$ cat config.mk
export PLATFORM = sky130hd
export DESIGN_NAME = rat_search_engine_flat
export DESIGN_NICKNAME = d
export VERILOG_FILES = /design/src/rtl/rat_search_engine_if.sv /design/src/rtl/rat_search_engine.sv /design/src/flat_wrapper.sv
export SDC_FILE = /design/constraint.sdc
export NUM_CORES = 1
export LEC_CHECK = 0
export BUFFER_PORTS_ARGS = -buffer_cell sky130_fd_sc_hd__buf_2
export CAP_MARGIN = 30
export CORE_ASPECT_RATIO = 0.7
export CORE_MARGIN = 1.5
export CORE_UTILIZATION = 55
export DETAILED_ROUTE_END_ITERATION = 10
export PLACE_DENSITY = 0.71
export SYNTH_ARGS = -nofsm -noshare
export SYNTH_HDL_FRONTEND = slang
export SYNTH_SLANG_ARGS = --single-unit
export TNS_END_PERCENT = 20
$ cat constraint.sdc
create_clock -name clk -period 5.9 [get_ports clk]
set_input_delay 0.295 -clock clk [delete_from_list [all_inputs] [get_ports clk]]
set_output_delay 0.295 -clock clk [all_outputs]
set_load 0.1 [all_outputs]
$ cat src/rtl/rat_search_engine_if.sv
// Memory bus and solved-path stream of the rat-in-maze search engine.
// The engine connects as master; the maze memory and path sink connect as slave.
interface rat_search_engine_if #(
    parameter int RW = 3,
    parameter int CW = 3,
    parameter int LW = 7
);
    logic [RW+CW-1:0] mem_addr;
    logic             mem_rd;
    logic             mem_rdata;
    logic             mem_wr;
    logic             mem_wdata;
    logic             path_valid;
    logic             path_ready;
    logic [RW-1:0]    path_row;
    logic [CW-1:0]    path_col;
    logic             path_last;
    logic [LW-1:0]    path_len;

    modport master (
        output mem_addr, mem_rd, mem_wr, mem_wdata,
        output path_valid, path_row, path_col, path_last, path_len,
        input  mem_rdata, path_ready
    );

    modport slave (
        input  mem_addr, mem_rd, mem_wr, mem_wdata,
        input  path_valid, path_row, path_col, path_last, path_len,
        output mem_rdata, path_ready
    );
endinterface

$ cat src/rtl/rat_search_engine.sv
// Depth-first maze solver with an internal backtrack stack; the solved path
// (start to goal) is streamed out once the goal cell has been marked.
module rat_search_engine #(
    parameter int ROWS        = 8,
    parameter int COLS        = 8,
    parameter int STACK_DEPTH = 64,
    parameter int DIAG        = 0,
    parameter int RW          = $clog2(ROWS),
    parameter int CW          = $clog2(COLS)
) (
    input  logic clk,
    input  logic rst,
    input  logic start,
    output logic busy,
    output logic done,
    output logic fail,
    output logic ovf,
    rat_search_engine_if.master bus
);
    localparam int NDIR = (DIAG != 0) ? 8 : 4;
    localparam int DW   = $clog2(NDIR) + 1;
    localparam int SPW  = $clog2(STACK_DEPTH + 1);
    localparam int LW   = $clog2(STACK_DEPTH + 2);

    localparam logic [RW-1:0]  ROW_MAX = RW'(ROWS - 1);
    localparam logic [CW-1:0]  COL_MAX = CW'(COLS - 1);
    localparam logic [DW-1:0]  DIR_END = DW'(NDIR);
    localparam logic [SPW-1:0] SP_FULL = SPW'(STACK_DEPTH);

    typedef enum logic [3:0] {
        S_IDLE, S_RD0, S_CHK0, S_MARK, S_NEXT, S_EVAL, S_BACK, S_OUT, S_DONE, S_FAIL
    } state_t;

    typedef struct packed {
        logic [RW-1:0] row;
        logic [CW-1:0] col;
        logic [DW-1:0] dir;
    } entry_t;

    state_t         state;
    logic [RW-1:0]  pos_row;
    logic [CW-1:0]  pos_col;
    logic [DW-1:0]  dir;
    logic [SPW-1:0] sp;
    logic [SPW-1:0] idx;
    logic [LW-1:0]  len;

    // One spare entry keeps the index width exact; it is read (never written)
    // only when the stream reaches the goal beat on a full stack.
    entry_t stack [0:STACK_DEPTH];

    logic [RW-1:0]  nb_row;
    logic [CW-1:0]  nb_col;
    logic           nb_oob;
    logic [SPW-1:0] sp_dec;
    logic           at_goal;
    logic           out_last;
    logic           push;

    assign sp_dec   = sp - SPW'(1);
    assign at_goal  = (pos_row == ROW_MAX) && (pos_col == COL_MAX);
    assign out_last = (idx == sp);
    assign push     = (state == S_EVAL) && !bus.mem_rdata && (sp != SP_FULL);

    // Bounds are tested before stepping, so a wrapped coordinate is never used.
    always_comb begin
        nb_row = pos_row;
        nb_col = pos_col;
        nb_oob = 1'b0;
        case (dir)
            DW'(0): begin nb_oob = (pos_col == COL_MAX); nb_col = pos_col + CW'(1); end
            DW'(1): begin nb_oob = (pos_row == ROW_MAX); nb_row = pos_row + RW'(1); end
            DW'(2): begin nb_oob = (pos_col == '0);      nb_col = pos_col - CW'(1); end
            DW'(3): begin nb_oob = (pos_row == '0);      nb_row = pos_row - RW'(1); end
            DW'(4): begin
                nb_oob = (pos_row == ROW_MAX) || (pos_col == COL_MAX);
                nb_row = pos_row + RW'(1);
                nb_col = pos_col + CW'(1);
            end
            DW'(5): begin
                nb_oob = (pos_row == ROW_MAX) || (pos_col == '0);
                nb_row = pos_row + RW'(1);
                nb_col = pos_col - CW'(1);
            end
            DW'(6): begin
                nb_oob = (pos_row == '0) || (pos_col == '0);
                nb_row = pos_row - RW'(1);
                nb_col = pos_col - CW'(1);
            end
            DW'(7): begin
                nb_oob = (pos_row == '0) || (pos_col == COL_MAX);
                nb_row = pos_row - RW'(1);
                nb_col = pos_col + CW'(1);
            end
            default: nb_oob = 1'b1;
        endcase
    end

    always_comb begin
        bus.mem_rd   = 1'b0;
        bus.mem_wr   = 1'b0;
        bus.mem_addr = '0;
        case (state)
            S_RD0: begin
                bus.mem_rd   = 1'b1;
                bus.mem_addr = {pos_row, pos_col};
            end
            S_MARK: begin
                bus.mem_wr   = 1'b1;
                bus.mem_addr = {pos_row, pos_col};
            end
            S_NEXT: begin
                if (dir != DIR_END && !nb_oob) begin
                    bus.mem_rd   = 1'b1;
                    bus.mem_addr = {nb_row, nb_col};
                end
            end
            default: ;
        endcase
    end

    assign bus.mem_wdata  = bus.mem_wr;
    assign bus.path_valid = (state == S_OUT);
    assign bus.path_last  = (state == S_OUT) && out_last;
    assign bus.path_len   = len;

    always_comb begin
        bus.path_row = '0;
        bus.path_col = '0;
        if (state == S_OUT) begin
            bus.path_row = out_last ? pos_row : stack[idx].row;
            bus.path_col = out_last ? pos_col : stack[idx].col;
        end
    end

    always_ff @(posedge clk) begin
        if (push)
            stack[sp] <= '{row: pos_row, col: pos_col, dir: dir};
    end

    always_ff @(posedge clk or posedge rst) begin
        if (rst) begin
            state   <= S_IDLE;
            pos_row <= '0;
            pos_col <= '0;
            dir     <= '0;
            sp      <= '0;
            idx     <= '0;
            len     <= '0;
            busy    <= 1'b0;
            done    <= 1'b0;
            fail    <= 1'b0;
            ovf     <= 1'b0;
        end else begin
            case (state)
                S_IDLE, S_DONE, S_FAIL: begin
                    if (start) begin
                        state   <= S_RD0;
                        pos_row <= '0;
                        pos_col <= '0;
                        dir     <= '0;
                        sp      <= '0;
                        idx     <= '0;
                        len     <= '0;
                        busy    <= 1'b1;
                        done    <= 1'b0;
                        fail    <= 1'b0;
                        ovf     <= 1'b0;
                    end
                end
                S_RD0:  state <= S_CHK0;
                S_CHK0: begin
                    if (bus.mem_rdata) begin
                        state <= S_FAIL;
                        fail  <= 1'b1;
                        busy  <= 1'b0;
                    end else begin
                        state <= S_MARK;
                    end
                end
                S_MARK: begin
                    if (at_goal) begin
                        state <= S_OUT;
                        idx   <= '0;
                        len   <= LW'(sp) + LW'(1);
                    end else begin
                        state <= S_NEXT;
                    end
                end
                S_NEXT: begin
                    if (dir == DIR_END)
                        state <= S_BACK;
                    else if (nb_oob)
                        dir <= dir + DW'(1);
                    else
                        state <= S_EVAL;
                end
                S_EVAL: begin
                    if (!bus.mem_rdata) begin
                        if (sp == SP_FULL) begin
                            state <= S_FAIL;
                            fail  <= 1'b1;
                            ovf   <= 1'b1;
                            busy  <= 1'b0;
                        end else begin
                            sp      <= sp + SPW'(1);
                            pos_row <= nb_row;
                            pos_col <= nb_col;
                            dir     <= '0;
                            state   <= S_MARK;
                        end
                    end else begin
                        dir   <= dir + DW'(1);
                        state <= S_NEXT;
                    end
                end
                S_BACK: begin
                    if (sp == '0) begin
                        state <= S_FAIL;
                        fail  <= 1'b1;
                        busy  <= 1'b0;
                    end else begin
                        sp      <= sp_dec;
                        pos_row <= stack[sp_dec].row;
                        pos_col <= stack[sp_dec].col;
                        dir     <= stack[sp_dec].dir + DW'(1);
                        state   <= S_NEXT;
                    end
                end
                S_OUT: begin
                    if (bus.path_ready) begin
                        if (out_last) begin
                            state <= S_DONE;
                            done  <= 1'b1;
                            busy  <= 1'b0;
                        end else begin
                            idx <= idx + SPW'(1);
                        end
                    end
                end
                default: state <= S_IDLE;
            endcase
        end
    end
endmodule

$ cat src/flat_wrapper.sv
// flat-port wrapper written by rule: the top's interface ports become plain ports
module rat_search_engine_flat 
#(
    parameter int ROWS        = 8,
    parameter int COLS        = 8,
    parameter int STACK_DEPTH = 64,
    parameter int DIAG        = 0,
    parameter int RW          = $clog2(ROWS),
    parameter int CW          = $clog2(COLS)
)
  (clk, rst, start, busy, done, fail, ovf, bus_mem_addr, bus_mem_rd, bus_mem_wr, bus_mem_wdata, bus_path_valid, bus_path_row, bus_path_col, bus_path_last, bus_path_len, bus_mem_rdata, bus_path_ready);
  rat_search_engine_if #(.RW(RW), .CW(CW), .LW(7)) bus_i ();
  input  logic clk;
  input  logic rst;
  input  logic start;
  output logic busy;
  output logic done;
  output logic fail;
  output logic ovf;
  output wire logic [$bits(bus_i.mem_addr)-1:0] bus_mem_addr;
  output wire logic [$bits(bus_i.mem_rd)-1:0] bus_mem_rd;
  output wire logic [$bits(bus_i.mem_wr)-1:0] bus_mem_wr;
  output wire logic [$bits(bus_i.mem_wdata)-1:0] bus_mem_wdata;
  output wire logic [$bits(bus_i.path_valid)-1:0] bus_path_valid;
  output wire logic [$bits(bus_i.path_row)-1:0] bus_path_row;
  output wire logic [$bits(bus_i.path_col)-1:0] bus_path_col;
  output wire logic [$bits(bus_i.path_last)-1:0] bus_path_last;
  output wire logic [$bits(bus_i.path_len)-1:0] bus_path_len;
  input wire logic [$bits(bus_i.mem_rdata)-1:0] bus_mem_rdata;
  input wire logic [$bits(bus_i.path_ready)-1:0] bus_path_ready;
  assign bus_mem_addr = bus_i.mem_addr;
  assign bus_mem_rd = bus_i.mem_rd;
  assign bus_mem_wr = bus_i.mem_wr;
  assign bus_mem_wdata = bus_i.mem_wdata;
  assign bus_path_valid = bus_i.path_valid;
  assign bus_path_row = bus_i.path_row;
  assign bus_path_col = bus_i.path_col;
  assign bus_path_last = bus_i.path_last;
  assign bus_path_len = bus_i.path_len;
  assign bus_i.mem_rdata = bus_mem_rdata;
  assign bus_i.path_ready = bus_path_ready;
  rat_search_engine #(.ROWS(ROWS), .COLS(COLS), .STACK_DEPTH(STACK_DEPTH), .DIAG(DIAG), .RW(RW), .CW(CW)) u_core (.clk(clk), .rst(rst), .start(start), .busy(busy), .done(done), .fail(fail), .ovf(ovf), .bus(bus_i));
endmodule
# --- After elaboration in Yosys (flattened, before gate mapping) ---
# Memories as Yosys holds them, arrays and structs flattened.
# Index checks and enable logic that the tools add are counted.
word_totals:
  mem_bits_rw: 585
  latch_bits: 0
  romBits: 0
  inputBits: 5
  regBits: 38
  memories: 1
op_classes:
  n_addsub: 9
  bitwise_logic: 0
  reduce_logical: 39
  n_eq_ne: 37
  n_div: 0
  mul: 0
  n_lt_le_gt_ge: 0
  shift: 0
  n_mux: 69
mem_list:
  columns: ["name", "depth", "width", "rd", "rd_clocked_by_memory_dff", "write_ports", "line", "source"]
  rows:
  - ["u_core.stack", 65, 9, 2, 0, 1, "rat_search_engine.sv:50", "entry_t stack [0:STACK_DEPTH];"]
op_table:
  columns: ["operator", "n"]
  rows:
  - ["2-to-1 mux 7 bit", 8]
  - ["2-to-1 mux 3 bit", 16]
  - ["one-hot mux 7 bit (3 select lines)", 2]
  - ["2-to-1 mux 4 bit", 9]
  - ["one-hot mux 4 bit (8 select lines)", 1]
  - ["equality test 3 bit, second input constant", 6]
  - ["2-to-1 mux 1 bit", 18]
  - ["one-hot mux 3 bit (3 select lines)", 2]
  - ["equality test 4 x 3 -> 1 bit, second input constant", 4]
  - ["inequality test 2 bit, second input constant", 8]
  - ["OR reduction 3 bit", 5]
  - ["adder 7 x 1 -> 7 bit, second input constant", 2]
  - ["one-hot mux 7 bit (2 select lines)", 1]
  - ["adder 3 x 1 -> 3 bit, second input constant", 4]
  - ["one-hot mux 3 bit (2 select lines)", 2]
  - ["one-hot mux 3 bit (4 select lines)", 1]
  - ["one-hot mux 6 bit (2 select lines)", 1]
  - ["AND reduction 4 bit", 3]
  - ["AND reduction 6 bit", 2]
  - ["inequality test 2 x 1 -> 1 bit, second input constant", 5]
  - ["AND reduction 5 bit", 2]
  - ["logical NOT 3 bit", 3]
  - ["inequality test 3 bit, second input constant", 3]
  - ["equality test 4 x 2 -> 1 bit, second input constant", 2]
  - ["other kinds (27)", 44]

# --- Logic depth before layout (Yosys ltp) ---
depth:
  depth_word: 7
  ltp_mapped: 19
  ltp_nobuf: 13

# --- Worst setup path before layout ---
# No wires, ideal clock.
synth_timing:
  path_kind: "register to output"
  start: "register u_core.dir[2]"
  end: "output port bus_mem_addr[2]"
  setup_slack_ps: 575
  path_buffers: 1
  path_stages_with_launch: 10
  arrival_time_ps: 5030
  t_required_ps: 5605
  cell_sequence: "dfrtp_1 clkbuf_1 inv_1 ha_1 a211oi_1 nor4_1 a211oi_1 and2_1 nand4_1 o21ai_0"
synth_via:
  elab_chain_len: 6
  elab_cells_between_ends: 17
  cone_classes: "8 x eq/ne; 4 x mux; 5 x reduce/logical"
synth_lines:
  columns: ["item", "line", "source"]
  rows:
  - ["start: declaration", "rat_search_engine.sv:43", "logic [DW-1:0] dir;"]
  - ["start signal: assignment", "rat_search_engine.sv:194", "dir <= dir + DW'(1);"]
  - ["start signal: assignment", "rat_search_engine.sv:213", "dir <= dir + DW'(1);"]
  - ["start signal: assignment", "rat_search_engine.sv:226", "dir <= stack[sp_dec].dir + DW'(1);"]
  - ["equality test 3 bit, or another cell as far along", "rat_search_engine.sv:70", "case (dir)"]
  - ["one-hot mux 1 bit (8 select lines)", "rat_search_engine.sv:70", null]
  - ["logical NOT 1 bit", "rat_search_engine.sv:113", "if (dir != DIR_END && !nb_oob) begin"]
  - ["logical AND 1 bit", "rat_search_engine.sv:113", null]
  - ["2-to-1 mux 6 bit *", "rat_search_engine.sv:113", null]
  - ["one-hot mux 6 bit (2 select lines) *", "rat_search_engine.sv:103", "case (state)"]
  - ["end: declaration", "flat_wrapper.sv:20", "output wire logic [$bits(bus_i.mem_addr)-1:0] bus_mem_addr;"]
# Mark *: on every way between the ends. The rest lies on a longest branch, timed or not.

# --- Final worst setup path ---
layout_timing:
  start: "register u_core.dir[0]"
  end: "output port bus_mem_addr[4]"
# The elaborated chain is that of the path after synthesis.

==> impl_metrics.toml <==
[power]
leakagePower_nw = 10.1
ir_worst_vdd_mv = 0.391
pwr_density_cell_nw_per_um2 = 497
fin_total_pwr_mw = 15.9

[clock_network]
clockBufferDepth = 3
cts.htree.levels = 2
tritoncts.num_buffers = 55
tritoncts = "built"
post-cts-setup-buffer-count = 0
cts.sink_count = 623
cts.root.buffer_cell = "clkbuf_16"
postCtsResizedCells = 0
worstSkewPairLatency_ps = 610
cts_hold_buf = 2
path_clk_slew_ps = 70

[timing]
setup_violations = 0
hold_violations = 0
tightest_slew_ps = 1010
clock_skew_ps = 26.5
grt_setup_unrepaired = "false"
fmaxAchievable_mhz = 212
final_max_slew_viol_count = 0
max_slew_margin_pct = 32.2
setup_tns_ps = 0
final.period_utilization_pct = 79.9
min_period_ps = 4710

[worst_hold_path]
timing.hold.worst.start = "bus_mem_rdata"
timing.hold.worst_endpoint = "u_core.ovf"
hold_path.class = "input pin to flop"
hold-path-cell-count = 3

[global_routing]
antenna_found_initial = 3
grt-ovfl-total = 0
grt_pass1_wl_mm = 114
first_global_vias = 16100
gr-usage-all-layers_pct = 29.5
grt_max_degree = 107

[worst_setup_path]
critical_path_arrival_ps = 4420
critical_path.slowest_cell = "buf_4"
critical_path.reg2reg.endpoint = "u_core.pos_row[2]"
worstReg2RegStart = "u_core.sp[1]"
crit_path_max_fanout = 73
worstPathRequired_ps = 5610
setup.worst_path.class = "flop to primary output"
cp_slowest_stage_delay_ps = 560
reg2reg_setup_slack_ps = 1460
worstSetupEndpointType = "primary output"
critPathMostFrequentCell = "a211oi_1"
start_kind = "flop"
reg2reg_depth = 8
cp_cell_sequence = "buf_4 > inv_1 > ha_1 > a211oi_1 > nor4_1 > a211oi_1 > and2_1 > nand4_1 > o31ai_1 > a21o_1 > buf_2"

[place]
port_buffers = 32
hpwlAfterDp_mm = 50.8
placed_area_sq_um = 30200
gpl.final_weighted_congestion = 0.905

[synth]
synth_edf_count = 585
synth-async-reset-ratio_pct = 6.10
ys.warnings.count = 0
postSynthNetCount = 1548
ys_types = 65
netlist_instances = 1530
post_syn_area_per_cell_sq_um = 18.8
synth_seq_area_share_pct = 64.5
synth_top_flop_cell = "edfxtp_1"
synth.ff_latch_count = 623
synthesis.area_sq_um = 28700

[cells_and_area]
synthToLayoutAreaGrowth_pct = 11.8
layout.cell_area.non_filler_sq_um = 32100
post_route_cells_drive_above_1_share_pct = 33.3
design.final.nets = 1631

[detailed_routing]
drt-total-wl_mm = 77.6
viasPerCell = 7.07
drt_iter0_markers = 2425
avgRoutedWirePerCell_um = 33.2
first_pass_iters = 6
detail-route-antenna-nets = 0
routed-via-count = 16500
total_drc_errors_in_the_routed_layout = 0

[floorplan]
core_sq_um = 51100
design.portCount = 33
die_height_um = 194
row_count = 69
floorplan.initialDensity_pct = 56.2
die_width_um = 276
die_outline_area_sq_um = 53600

[run_status]
result_of_the_run = "finished, final reports clean"

[run]
drv.max_cap_violation_count = 0
==> where the power goes <==
part	total [mW]	internal, mW	switching, mW
Sequential	5.66	5.34	0.321
Combinational	6.53	2.59	3.93
Clock	3.76	2.10	1.66
Total	15.9	10.0	5.91
==> flip-flops by register name, summed over array words and instances, names as in the netlist <==
| name | count |
|---|---|
| u_core.idx | 7 |
| u_core.ovf | 1 |
| u_core.dir | 3 |
| u_core.stack | 585 |
| u_core.pos_row | 3 |
| u_core.pos_col | 3 |
| u_core.bus.path_len | 7 |
| u_core.busy | 1 |
| u_core.state | 4 |
| u_core.sp | 7 |
| u_core.fail | 1 |
| u_core.done | 1 |
==> worst max path at each step <==
stage,start,to,slack [ps],cells after the start
after floorplan,u_core.dir[2],bus_mem_addr[2],580,9
after global routing,u_core.dir[0],bus_mem_addr[4],830,11
after CTS,u_core.dir[0],bus_mem_addr[3],1240,11
final,u_core.dir[0],bus_mem_addr[4],1190,11
after global placement,u_core.sp[0],u_core.pos_col[2],1610,7
after detailed placement,u_core.sp[0],u_core.pos_row[2],1500,7
==> synthesized netlist by cell type (all sizes together), types with 3 or more instances <==
master | instances | area [sq um]
o21ai | 34 | 170
a21o | 6 | 45.0
nand3 | 25 | 125
nor3b | 3 | 33.8
a31oi | 7 | 43.8
and3 | 6 | 37.5
nand4 | 7 | 43.8
inv | 17 | 63.8
a311oi | 5 | 43.8
mux2 | 8 | 90.1
a22o | 3 | 26.3
a211oi | 4 | 30.0
a21oi | 23 | 115
a222oi | 3 | 30.0
or3 | 3 | 18.8
ha | 11 | 138
nand2 | 85 | 319
clkbuf | 63 | 238
o21a | 3 | 22.5
nor2 | 111 | 417
xor2 | 16 | 178
nor2b | 8 | 50.1
a2bb2oi | 4 | 35.0
mux2i | 12 | 120
nand2b | 6 | 37.5
mux4 | 300 | 6760
dfrtp | 38 | 951
o2111a | 3 | 33.8
a22oi | 3 | 22.5
o221ai | 5 | 43.8
buf | 47 | 264
xnor2 | 14 | 123
nor4 | 4 | 25.0
and2 | 9 | 56.3
o31ai | 5 | 37.5
nor3 | 15 | 86.3
o22ai | 4 | 25.0
edfxtp | 585 | 17600
==> worst max-delay path: cells and delay by family (launching register included) <==
family | cells | cell delay (ps)
AOI/OAI and AO/OA | 4 | 1380
buffers and inverters | 3 | 1120
and+or+nand+nor | 3 | 670
DFF | 1 | 350
adders and majority gates | 1 | 280
==> final cells by class <==
cell class / instances / area (sq um)
Tap cell: 674 / 843
Clock buffer: 64 / 1430
Multi-Input combinational cell: 780 / 9650
Timing Repair Buffer: 136 / 1110
Sequential cell: 623 / 18500
Fill cell: 3498 / 19000
Inverter: 17 / 63.8
Clock inverter: 40 / 462
Antenna cell: 1 / 2.50
==> stage by stage <==
step | worst slack [ps] | utilization, % | hold slack, ps | std cells
detailed placement | 1500 | 59.1 | 316 | 2228
CTS | 1240 | 62.8 | 204 | 2334
floorplan | 575 | - | 487 | 1530
global placement | 1610 | 58.4 | 305 | 2195
finish | 1190 | 62.8 | 219 | 2335
global route | 827 | 62.8 | 231 | 2334
==> routing by layer <==
metal  wire length, um  global-route usage [%]  vias up
li1                  -                       -     6538
met3             11700                    9.99      116
met1             30400                    44.9     8640
met4              1750                    6.59        0
met5                 0                       0        -
met2             33800                    41.6     1212
==> cells by family after synthesis <==
family | after synthesis | share of synthesized area [%]
fa+ha+maj | 13 | 0.619
xor+xnor | 30 | 1.05
mux | 320 | 24.3
simple gates | 288 | 4.53
compound gates | 129 | 3.07
flops | 623 | 64.5
buf+inv | 127 | 1.97
==> placed cells by master, fill, tap and decap left out, types with 10 or more instances in the layout <==
master,Yosys,routed
a21oi_1,23,23
buf_2,25,32
buf_4,5,71
buf_6,5,25
clkbuf_16,0,55
dfrtp_1,38,24
dfrtp_2,0,11
edfxtp_1,585,585
ha_1,11,10
inv_1,17,17
mux2i_1,12,12
mux4_2,300,300
nand2_1,85,85
nand3_1,25,25
nor2_1,111,111
nor3_1,14,14
o21ai_0,34,34
xnor2_1,14,13
xor2_1,14,14
Note: power is estimated with default switching activity, not from simulation.
